`config.mk`:
```
export PLATFORM = sky130hd
export DESIGN_NAME = pc_redirect_unit_flat
export DESIGN_NICKNAME = d
export VERILOG_FILES = /design/src/rtl/pc_redirect_unit_pkg.sv /design/src/rtl/pc_redirect_unit_if.sv /design/src/rtl/pc_redirect_unit_jump_decode.sv /design/src/rtl/pc_redirect_unit.sv /design/src/flat_wrapper.sv
export SDC_FILE = /design/constraint.sdc
export NUM_CORES = 1
export LEC_CHECK = 0
export BUFFER_PORTS_ARGS = -buffer_cell sky130_fd_sc_hd__buf_2
export CORE_ASPECT_RATIO = 0.9
export CORE_MARGIN = 2
export CORE_UTILIZATION = 44
export DETAILED_ROUTE_END_ITERATION = 6
export GPL_ROUTABILITY_DRIVEN = 0
export PLACE_DENSITY = 0.83
export SLEW_MARGIN = 20
export SYNTH_ARGS = -nofsm -noshare
export SYNTH_HDL_FRONTEND = slang
export SYNTH_SLANG_ARGS = --single-unit
```
`constraint.sdc`:
```
create_clock -name clk -period 2.34 [get_ports clk]
set_input_delay 0.468 -clock clk [delete_from_list [all_inputs] [get_ports clk]]
set_output_delay 0.468 -clock clk [all_outputs]
set_load 0.01 [all_outputs]
```
`src/rtl/pc_redirect_unit_pkg.sv`:
```
// Shared decode constants, FSM encoding and redirect priorities for the fetch PC redirect logic.
package pc_redirect_unit_pkg;

    localparam logic [5:0] OP_RTYPE = 6'b000000;
    localparam logic [5:0] OP_J     = 6'b000010;
    localparam logic [5:0] OP_JAL   = 6'b000011;
    localparam logic [5:0] FN_JR    = 6'b001000;
    localparam logic [5:0] FN_JALR  = 6'b001001;

    localparam logic [0:0] ST_RUN  = 1'b0;
    localparam logic [0:0] ST_HOLD = 1'b1;

    typedef logic [1:0] pri_t;
    localparam pri_t PRI_NONE   = 2'd0;
    localparam pri_t PRI_JUMP   = 2'd1;
    localparam pri_t PRI_BRANCH = 2'd2;

    localparam int FLUSH_CNT_W = 3;

endpackage

```
`src/rtl/pc_redirect_unit_if.sv`:
```
// Pipeline-facing signal bundle of pc_redirect_unit; slave is the unit, master the surrounding pipeline.
interface pc_redirect_unit_if #(parameter int ADDR_W = 32);
    logic              stall;
    logic [31:0]       idInstr;
    logic              idValid;
    logic [ADDR_W-1:0] idPc;
    logic [ADDR_W-1:0] regRs;
    logic              brTaken;
    logic [ADDR_W-1:0] brTarget;
    logic [ADDR_W-1:0] pc;
    logic [ADDR_W-1:0] pcPlus4;
    logic              redirect;
    logic              flush;
    logic              flushEx;
    logic              misalign;

    modport master (
        output stall, idInstr, idValid, idPc, regRs, brTaken, brTarget,
        input  pc, pcPlus4, redirect, flush, flushEx, misalign
    );

    modport slave (
        input  stall, idInstr, idValid, idPc, regRs, brTaken, brTarget,
        output pc, pcPlus4, redirect, flush, flushEx, misalign
    );
endinterface

```
`src/rtl/pc_redirect_unit_jump_decode.sv`:
```
// Combinational redirect request decode: EX taken branch beats JR/JALR, which beats J/JAL.
module jump_decode
    import pc_redirect_unit_pkg::*;
#(
    parameter int ADDR_W = 32
) (
    input  logic [31:0]       idInstr,
    input  logic              idValid,
    input  logic [ADDR_W-1:0] idPc,
    input  logic [ADDR_W-1:0] regRs,
    input  logic              brTaken,
    input  logic [ADDR_W-1:0] brTarget,
    output logic              reqValid,
    output pri_t              reqPri,
    output logic [ADDR_W-1:0] reqTarget
);
    logic [5:0]        op;
    logic [5:0]        fn;
    logic              is_jr;
    logic              is_j;
    logic [ADDR_W-1:0] j_target;
    logic              unused_pc_lo;

    assign op    = idInstr[31:26];
    assign fn    = idInstr[5:0];
    assign is_jr = idValid && (op == OP_RTYPE) && (fn == FN_JR || fn == FN_JALR);
    assign is_j  = idValid && (op == OP_J || op == OP_JAL);

    // J/JAL keeps the 256MB region of the jump itself
    generate
        if (ADDR_W > 28) begin : g_region
            assign j_target = {idPc[ADDR_W-1:28], idInstr[25:0], 2'b00};
        end else begin : g_flat
            assign j_target = {idInstr[25:0], 2'b00};
        end
    endgenerate

    assign unused_pc_lo = ^idPc[27:0];

    always_comb begin
        reqValid  = 1'b1;
        reqPri    = PRI_BRANCH;
        reqTarget = brTarget;
        if (brTaken) begin
            reqPri    = PRI_BRANCH;
            reqTarget = brTarget;
        end else if (is_jr) begin
            reqPri    = PRI_JUMP;
            reqTarget = regRs;
        end else if (is_j) begin
            reqPri    = PRI_JUMP;
            reqTarget = j_target;
        end else begin
            reqValid  = 1'b0;
            reqPri    = PRI_NONE;
        end
    end
endmodule

```
`src/rtl/pc_redirect_unit.sv`:
```
// Fetch PC register with redirect arbitration, stall-time redirect hold and multi-cycle flush.
// Optional misaligned-target trap enabled by defining PC_REDIRECT_ALIGN_CHECK_EN.
module pc_redirect_unit
    import pc_redirect_unit_pkg::*;
#(
    parameter int                ADDR_W       = 32,
    parameter logic [ADDR_W-1:0] RESET_PC     = '0,
    parameter int                FLUSH_CYCLES = 1,
    parameter logic [ADDR_W-1:0] TRAP_VEC     = ADDR_W'(32'h0000_0080)
) (
    input logic               clk,
    input logic               reset,
    pc_redirect_unit_if.slave bus
);
    localparam logic [FLUSH_CNT_W-1:0] FLUSH_LOAD = FLUSH_CNT_W'(FLUSH_CYCLES);
    localparam logic [ADDR_W-1:0]      PC_STEP    = ADDR_W'(4);

    logic                   req_valid;
    pri_t                   req_pri;
    logic [ADDR_W-1:0]      req_target;

    logic [0:0]             state;
    logic [ADDR_W-1:0]      pc_q;
    logic [ADDR_W-1:0]      pend_target;
    pri_t                   pend_pri;
    logic [FLUSH_CNT_W-1:0] flush_cnt;
    logic                   flush_br;
    logic                   redirect_q;

    logic                   apply;
    logic [ADDR_W-1:0]      sel_target;
    pri_t                   sel_pri;
    logic [ADDR_W-1:0]      new_pc;
    logic                   new_br;

    jump_decode #(.ADDR_W(ADDR_W)) u_decode (
        .idInstr   (bus.idInstr),
        .idValid   (bus.idValid),
        .idPc      (bus.idPc),
        .regRs     (bus.regRs),
        .brTaken   (bus.brTaken),
        .brTarget  (bus.brTarget),
        .reqValid  (req_valid),
        .reqPri    (req_pri),
        .reqTarget (req_target)
    );

    // On release from HOLD only a strictly higher-priority live request beats the held one
    always_comb begin
        apply      = 1'b0;
        sel_target = req_target;
        sel_pri    = req_pri;
        if (state == ST_RUN) begin
            apply = !bus.stall && req_valid;
        end else begin
            apply = !bus.stall;
            if (!(req_valid && req_pri > pend_pri)) begin
                sel_target = pend_target;
                sel_pri    = pend_pri;
            end
        end
    end

`ifdef PC_REDIRECT_ALIGN_CHECK_EN
    logic bad_align;
    logic misalign_q;

    assign bad_align = sel_target[1:0] != 2'b00;
    assign new_pc    = bad_align ? TRAP_VEC : sel_target;
    assign new_br    = bad_align || (sel_pri == PRI_BRANCH);

    always_ff @(posedge clk or posedge reset) begin
        if (reset) misalign_q <= 1'b0;
        else       misalign_q <= apply && bad_align;
    end
    assign bus.misalign = misalign_q;
`else
    logic unused_trap;

    assign unused_trap  = ^TRAP_VEC;
    assign new_pc       = sel_target;
    assign new_br       = sel_pri == PRI_BRANCH;
    assign bus.misalign = 1'b0;
`endif

    always_ff @(posedge clk or posedge reset) begin
        if (reset) begin
            state       <= ST_RUN;
            pc_q        <= RESET_PC;
            pend_target <= '0;
            pend_pri    <= PRI_NONE;
            flush_cnt   <= '0;
            flush_br    <= 1'b0;
            redirect_q  <= 1'b0;
        end else begin
            redirect_q <= apply;
            if (apply) begin
                pc_q      <= new_pc;
                flush_cnt <= FLUSH_LOAD;
                flush_br  <= new_br;
            end else begin
                if (state == ST_RUN && !bus.stall) pc_q <= pc_q + PC_STEP;
                if (flush_cnt != '0) flush_cnt <= flush_cnt - 1'b1;
            end

            case (state)
                ST_RUN: begin
                    if (bus.stall && req_valid) begin
                        pend_target <= req_target;
                        pend_pri    <= req_pri;
                        state       <= ST_HOLD;
                    end
                end
                default: begin
                    if (!bus.stall) begin
                        pend_pri <= PRI_NONE;
                        state    <= ST_RUN;
                    end else if (req_valid && req_pri >= pend_pri) begin
                        pend_target <= req_target;
                        pend_pri    <= req_pri;
                    end
                end
            endcase
        end
    end

    // HOLD keeps flush up so ID never issues down a path that is about to be abandoned
    assign bus.pc       = pc_q;
    assign bus.pcPlus4  = pc_q + PC_STEP;
    assign bus.redirect = redirect_q;
    assign bus.flush    = (flush_cnt != '0) || (state == ST_HOLD);
    assign bus.flushEx  = (flush_cnt != '0) && flush_br;
endmodule

```
`src/flat_wrapper.sv`:
```
// flat-port wrapper written by rule: the top's interface ports become plain ports
module pc_redirect_unit_flat import pc_redirect_unit_pkg::*;
#(
    parameter int                ADDR_W       = 32,
    parameter logic [ADDR_W-1:0] RESET_PC     = '0,
    parameter int                FLUSH_CYCLES = 1,
    parameter logic [ADDR_W-1:0] TRAP_VEC     = ADDR_W'(32'h0000_0080)
)
  (clk, reset, bus_stall, bus_idInstr, bus_idValid, bus_idPc, bus_regRs, bus_brTaken, bus_brTarget, bus_pc, bus_pcPlus4, bus_redirect, bus_flush, bus_flushEx, bus_misalign);
  pc_redirect_unit_if #(.ADDR_W(ADDR_W)) bus_i ();
  input logic clk;
  input logic reset;
  input wire logic [$bits(bus_i.stall)-1:0] bus_stall;
  input wire logic [$bits(bus_i.idInstr)-1:0] bus_idInstr;
  input wire logic [$bits(bus_i.idValid)-1:0] bus_idValid;
  input wire logic [$bits(bus_i.idPc)-1:0] bus_idPc;
  input wire logic [$bits(bus_i.regRs)-1:0] bus_regRs;
  input wire logic [$bits(bus_i.brTaken)-1:0] bus_brTaken;
  input wire logic [$bits(bus_i.brTarget)-1:0] bus_brTarget;
  output wire logic [$bits(bus_i.pc)-1:0] bus_pc;
  output wire logic [$bits(bus_i.pcPlus4)-1:0] bus_pcPlus4;
  output wire logic [$bits(bus_i.redirect)-1:0] bus_redirect;
  output wire logic [$bits(bus_i.flush)-1:0] bus_flush;
  output wire logic [$bits(bus_i.flushEx)-1:0] bus_flushEx;
  output wire logic [$bits(bus_i.misalign)-1:0] bus_misalign;
  assign bus_i.stall = bus_stall;
  assign bus_i.idInstr = bus_idInstr;
  assign bus_i.idValid = bus_idValid;
  assign bus_i.idPc = bus_idPc;
  assign bus_i.regRs = bus_regRs;
  assign bus_i.brTaken = bus_brTaken;
  assign bus_i.brTarget = bus_brTarget;
  assign bus_pc = bus_i.pc;
  assign bus_pcPlus4 = bus_i.pcPlus4;
  assign bus_redirect = bus_i.redirect;
  assign bus_flush = bus_i.flush;
  assign bus_flushEx = bus_i.flushEx;
  assign bus_misalign = bus_i.misalign;
  pc_redirect_unit #(.ADDR_W(ADDR_W), .RESET_PC(RESET_PC), .FLUSH_CYCLES(FLUSH_CYCLES), .TRAP_VEC(TRAP_VEC)) u_core (.clk(clk), .reset(reset), .bus(bus_i));
endmodule
```
---- Word level (Yosys, flattened, before mapping) ----
Cells that the tools add are included.
storage, ports and cells
  output and inout port bits .............. 68
  logic and storage cells ................. 69
  register bits after elaboration ......... 72
  input port bits ......................... 133
cells by class
  equality and inequality tests ........... 8
  bitwise operators ....................... 1
  $add $sub $neg .......................... 2
  magnitude comparators ................... 2
  reductions and logical operators ........ 20
  mux-type cells .......................... 29
operators by type and width
  operator                                             number
  2-to-1 mux 32 bit                                    11
  adder 32 x 3 -> 32 bit, second input constant        1
  2-to-1 mux 2 bit                                     7
  equality test 6 x 2 -> 1 bit, second input constant  2
  equality test 6 x 4 -> 1 bit, second input constant  2
  logical AND 1 bit                                    9
  2-to-1 mux 1 bit                                     9
  zero test 6 bit                                      1
  2-to-1 mux 3 bit                                     2
  nonzero test 2 bit                                   3
  != test 2 bit, second input constant                 2
  logical OR 1 bit                                     3
  != test 3 bit, second input constant                 1
  AND reduction 3 bit                                  1
  nonzero test 3 bit                                   1
  subtractor 3 x 1 -> 3 bit, second input constant     1
  equality test 2 bit, second input constant           1
  >= comparator 2 bit                                  1
  greater-than comparator 2 bit                        1
  AND reduction 2 bit                                  1
  zero test 1 bit                                      1
  inverter 1 bit                                       1

---- Depth between registers and ports, before layout ----
  depth in word-level cells ............... 11
  gate-level depth with buffers ........... 13
  mapped depth without buffers ............ 11

---- By module ----
From an unflattened synthesis, not the netlist that was laid out.
second synthesis, totals
  cells, all modules ...................... 555
  area, all modules ....................... 5,152.4 sq um
modules (own cells, without submodules)
  module            area an instance (sq um)  instances  cells an instance  seq. area each (sq um)
  pc_redirect_unit  4,311.6                   1          429                1,801.7
  jump_decode       840.8                     1          126                0.0

---- Worst setup path after synthesis ----
Ideal clock, no wire load.
  kind .................................... in2reg
  start ................................... in bus_idInstr[28]
  end ..................................... reg u_core.pc_q[18] (netlist: u_core.bus.pc[18])
  required time ........................... 2.262 ns
  buffers on the path ..................... 3
  setup time .............................. 0.078 ns
  data arrival time ....................... 2.819 ns
  cell stages on the path ................. 13
  setup slack ............................. -0.557 ns
  cells stage by stage .................... nor4b_4 > nand2_2 > nor2_2 > buf_4 > inv_2 > ha_1 > nand2b_1 > a31oi_1 > o31a_1 > buf_6 > clkbuf_1 > a21oi_1 > a21oi_1
on the way
  cells in the longest elaborated chain, start to end .. 11
  elaborated cells between the ends (all ways) .. 24
  classes of those cells .................. 1 x order compare; 2 x eq/ne; 13 x mux; 8 x reduce/logical
ends and longest elaborated chain
  what                           line                                source
  start, declared                flat_wrapper.sv:14                  input wire logic [$bits(bus_i.idInstr)-1:0] bus_idInstr;
  equality test 6 x 2 -> 1 bit   pc_redirect_unit_jump_decode.sv:27  assign is_j = idValid && (op == OP_J || op == OP_JAL);
  logical OR 1 bit               pc_redirect_unit_jump_decode.sv:27
  logical AND 1 bit              pc_redirect_unit_jump_decode.sv:27
  2-to-1 mux 1 bit               pc_redirect_unit_jump_decode.sv:50  end else if (is_j) begin
  2-to-1 mux 1 bit               pc_redirect_unit_jump_decode.sv:47  end else if (is_jr) begin
  2-to-1 mux 2 bit               pc_redirect_unit_jump_decode.sv:44  if (brTaken) begin
  greater-than comparator 2 bit  pc_redirect_unit.sv:57              if (!(req_valid && req_pri > pend_pri)) begin
  logical AND 1 bit              pc_redirect_unit.sv:57
  2-to-1 mux 32 bit              pc_redirect_unit.sv:57
  2-to-1 mux 32 bit              pc_redirect_unit.sv:53              if (state == ST_RUN) begin
  2-to-1 mux 32 bit              pc_redirect_unit.sv:97              if (apply) begin
  end signal, assigned           pc_redirect_unit.sv:98              pc_q <= new_pc;
  end signal, assigned           pc_redirect_unit.sv:102             if (state == ST_RUN && !bus.stall) pc_q <= pc_q + PC_STEP;
  end, declared                  pc_redirect_unit.sv:23              logic [ADDR_W-1:0] pc_q;
Parallel ways exist; a longest one is shown, timed or not.
A chain may end at the register's enable or synchronous reset.

---- Worst setup path in the final report ----
  start ................................... reg u_core.pc_q[21] (netlist: u_core.bus.pc[21])
  end ..................................... out bus_pcPlus4[30]
on the way
  cells in the longest elaborated chain, start to end .. 1
ends and longest elaborated chain
  what                    line                     source
  adder 32 x 3 -> 32 bit  pc_redirect_unit.sv:129  assign bus.pcPlus4 = pc_q + PC_STEP;
  end, declared           flat_wrapper.sv:21       output wire logic [$bits(bus_i.pcPlus4)-1:0] bus_pcPlus4;
Every way passes these cells.

==> impl_metrics.yaml <==
outcome:
  status: "finished, violations left"
  violations: "negative setup slack"
synth:
  synth_xor_area_share_pct: 5.764
  synth.distinct_cells: 70
  ys_ff_latch: 72
  ys_seq_area_share_pct: 37.06
  synth-edff-count: 0
  ys.flop_type: "dfrtp_1"
  ys_warn_count: 0
  synth_nets: 706
  synth_compound_area_share_pct: 26.63
  synth_area_leaders: "dfrtp_1 (37%), nand2_1 (5.9%), o22ai_1 (4.9%)"
  synth_top_family_by_area: "compound AO/OA/AOI/OAI gates"
  synth_top_area_share_pct: 37.06
  synthMuxAreaShare_pct: 2.676
  synth_top_area_cell: "dfrtp_1"
  synth_area_per_cell_um2: 8.575
  yosys.area_share.simple_pct: 20.90
  synthCells: 567
  async_flop_share_pct: 100.0
  synth_adder_area_share_pct: 1.544
  synth_area_um2: 4862
drt:
  dr.pass1.iters: 7
  routed_wl_um: 20660
  drt-initial-drc-count: 669
  drc: 0
  wl_per_cell_um: 21.43
  via_per_inst: 6.277
  final_antenna_net_count: 0
  vias: 6051
hold_path:
  hp-class: "primary input to asynchronous set/reset pin"
placed_design:
  placed_cells: 908
  hpwl_um: 12710
  port_buffers: 171
power_and_ir_drop:
  peakVddDrop_uv: 336.7
  intPower_mw: 3.398
  p_clk_share_pct: 26.8
  seqPwrFrac_pct: 32.8
  power_density_nw_per_um2: 676.1
  total_power_mw: 5.338
  p_switching_mw: 1.940
  swShare_pct: 36.35
  pwr-share-comb_pct: 40.4
  p_leak_nw: 3.572
clocking:
  clkLatencyLatePin_ns: 0.34
  clockRootBuffer: "clkbuf_16"
  htreeDepth: 3
  clk_pin_slew_ns: 0.06
  cts_buffer_depth: 2
  cts.hold.buffers_added: 0
  cts_buffers: 9
  clkSinkCount: 72
  cts_tree: "done"
global_route:
  grt_usage_pct: 30.26
  grt_pass1_vias: 5807
  grt_pass1_wl_um: 28520
  overflow: 0
  antenna_found_initial: 0
  grt_max_degree: 33
finish:
  nets: 965
  final_cells: 964
  num_antenna_cells: 0
  num-fill-cells: 721
  multiInputGateArea_um2: 3518
  mostFrequentLayoutCell: "buf_2"
  area_delta_synth_final_pct: 62.40
  final_cell_mix: "buf_2 (169), buf_4 (79), dfrtp_1 (67), nand2_1 (60), o22ai_1 (37)"
  regArea_um2: 1808
  drive_above_1_share_pct: 51.62
floorplan:
  fp.dieW_um: 114.8
  start_util_pct: 44.98
  die_area_um2: 11910
  io_pins: 201
  rows: 36
  core_um2: 10810
  die_h_um: 103.7
worst_setup_path:
  arrival_ns: 2.05
  r2r_start: "u_core.pend_pri[1]"
  reg2regPathDepth: 11
  cp_max_fo: 6
  cp.required_ns: 1.87
  rrSetupSlack_ns: 0.03
  crit_start: "u_core.bus.pc[21]"
  cp-end-kind: "output port"
  path_class: "flip-flop to output port"
  r2r-end: "u_core.bus.pc[11]"
  start_kind: "flip-flop"
sta:
  fin_setup_tns_ns: -3.846
  fin_ws_ns: -0.1748
  worstMarginPinSlew_ns: 0.5489
  rsz0062_at_grt: "true"
  layout_worst_path_cycle_share_pct: 107.5
  hold_viol: 0
  period_minus_slack_ns: 2.515
  relSlewSlack_pct: 63.02
  finalClockSkew_ns: 0.009294
  setup_viol: 48
  slew_violations: 0
  fmax_mhz: 397.6
flow_run:
  cap_viol_max_count: 0
==> metrics by stage <==
step / setup slack [ns] / hold slack [ns] / cell area (µm²) / util, %
finish: -0.1748 / 0.1523 / 7896 / 73.04
CTS: -0.08639 / 0.1700 / 7149 / 66.13
global route: -0.3040 / 0.1967 / 7896 / 73.04
detailed placement: -0.5053 / 0.4685 / 6469 / 59.84
global placement: -0.4452 / 0.4636 / 6469 / 59.84
floorplan: -0.4005 / 0.4477 / 5032 / -
==> routing by layer <==
metal  GRT usage (%)  vias to the layer above  part of all wire (%)
li1                -                     2615                     -
met1           38.42                     2858                    38
met2           50.30                      478                    48
met3           6.085                      100                   9.5
met4           12.13                        0                   4.1
met5               0                        -                     0
==> power groups by stage <==
stage / clock [mW] / combinational, mW / sequential (mW)
floorplan: 0 / 0.934 / 1.76
global placement: 0 / 1.64 / 1.68
detailed placement: 0 / 1.70 / 1.70
CTS: 1.41 / 1.83 / 1.70
global route: 1.49 / 2.29 / 1.77
finish: 1.43 / 2.16 / 1.75
==> layout make-up <==
class	count	area share (%)
Clock buffer	14	3.343
Clock inverter	2	0.4754
Inverter	21	1.093
Multi-Input combinational cell	438	44.56
Sequential cell	72	22.90
Tap cell	133	2.107
Timing Repair Buffer	284	25.53
==> worst max-delay path, cell delays in order, from the launching register on <==
cell	delay, ns
dfrtp_1	0.47
and3_2	0.29
nand3_1	0.21
nor2_1	0.33
nand2_4	0.11
xnor2_2	0.15
buf_2	0.14
==> repair_timing <==
action                                  4_1_cts  5_1_grt
endpoints found under the hold margin         0        0
endpoints found under the setup margin       71       85
setup buffers                                14       23
gates cloned                                  1        5
gates resized for setup                      54      107
pin swaps                                    21       31
==> state kept, by name (all words and copies together) (netlist names) <==
name / count
u_core.bus.pc: 32
u_core.flush_br: 1
u_core.bus.redirect: 1
u_core.pend_pri: 2
u_core.pend_target: 32
u_core.flush_cnt: 3
u_core.state: 1
==> worst max path at each step <==
stage	endpoint	cells past startpoint
floorplan	u_core.bus.pc[12]	12
global placement	u_core.bus.pc[26]	12
detailed placement	u_core.bus.pc[22]	13
CTS	u_core.bus.pc[15]	12
global route	u_core.bus.pc[11]	14
finish	bus_pcPlus4[30]	6
==> cell families (layout without fill, tap and decap cells) <==
group | after synthesis | after routing
simple gates | 194 | 194
compound gates | 193 | 193
flops | 72 | 72
buf+inv | 57 | 321
xor+xnor | 32 | 32
mux | 12 | 12
fa+ha+maj | 6 | 6
other cells | 1 | 1
==> cells in the mapped netlist, drive strengths merged, types with 7 or more instances <==
library cell	count
a21oi	42
o31ai	26
o22ai	38
or3	16
nand3	17
o21ai	29
dfrtp	72
buf	19
inv	20
nand4	9
nand2	79
xnor2	25
nor2	42
xor2	7
clkbuf	17
mux2	8
No activity file was read; power rests on OpenSTA's default activity.
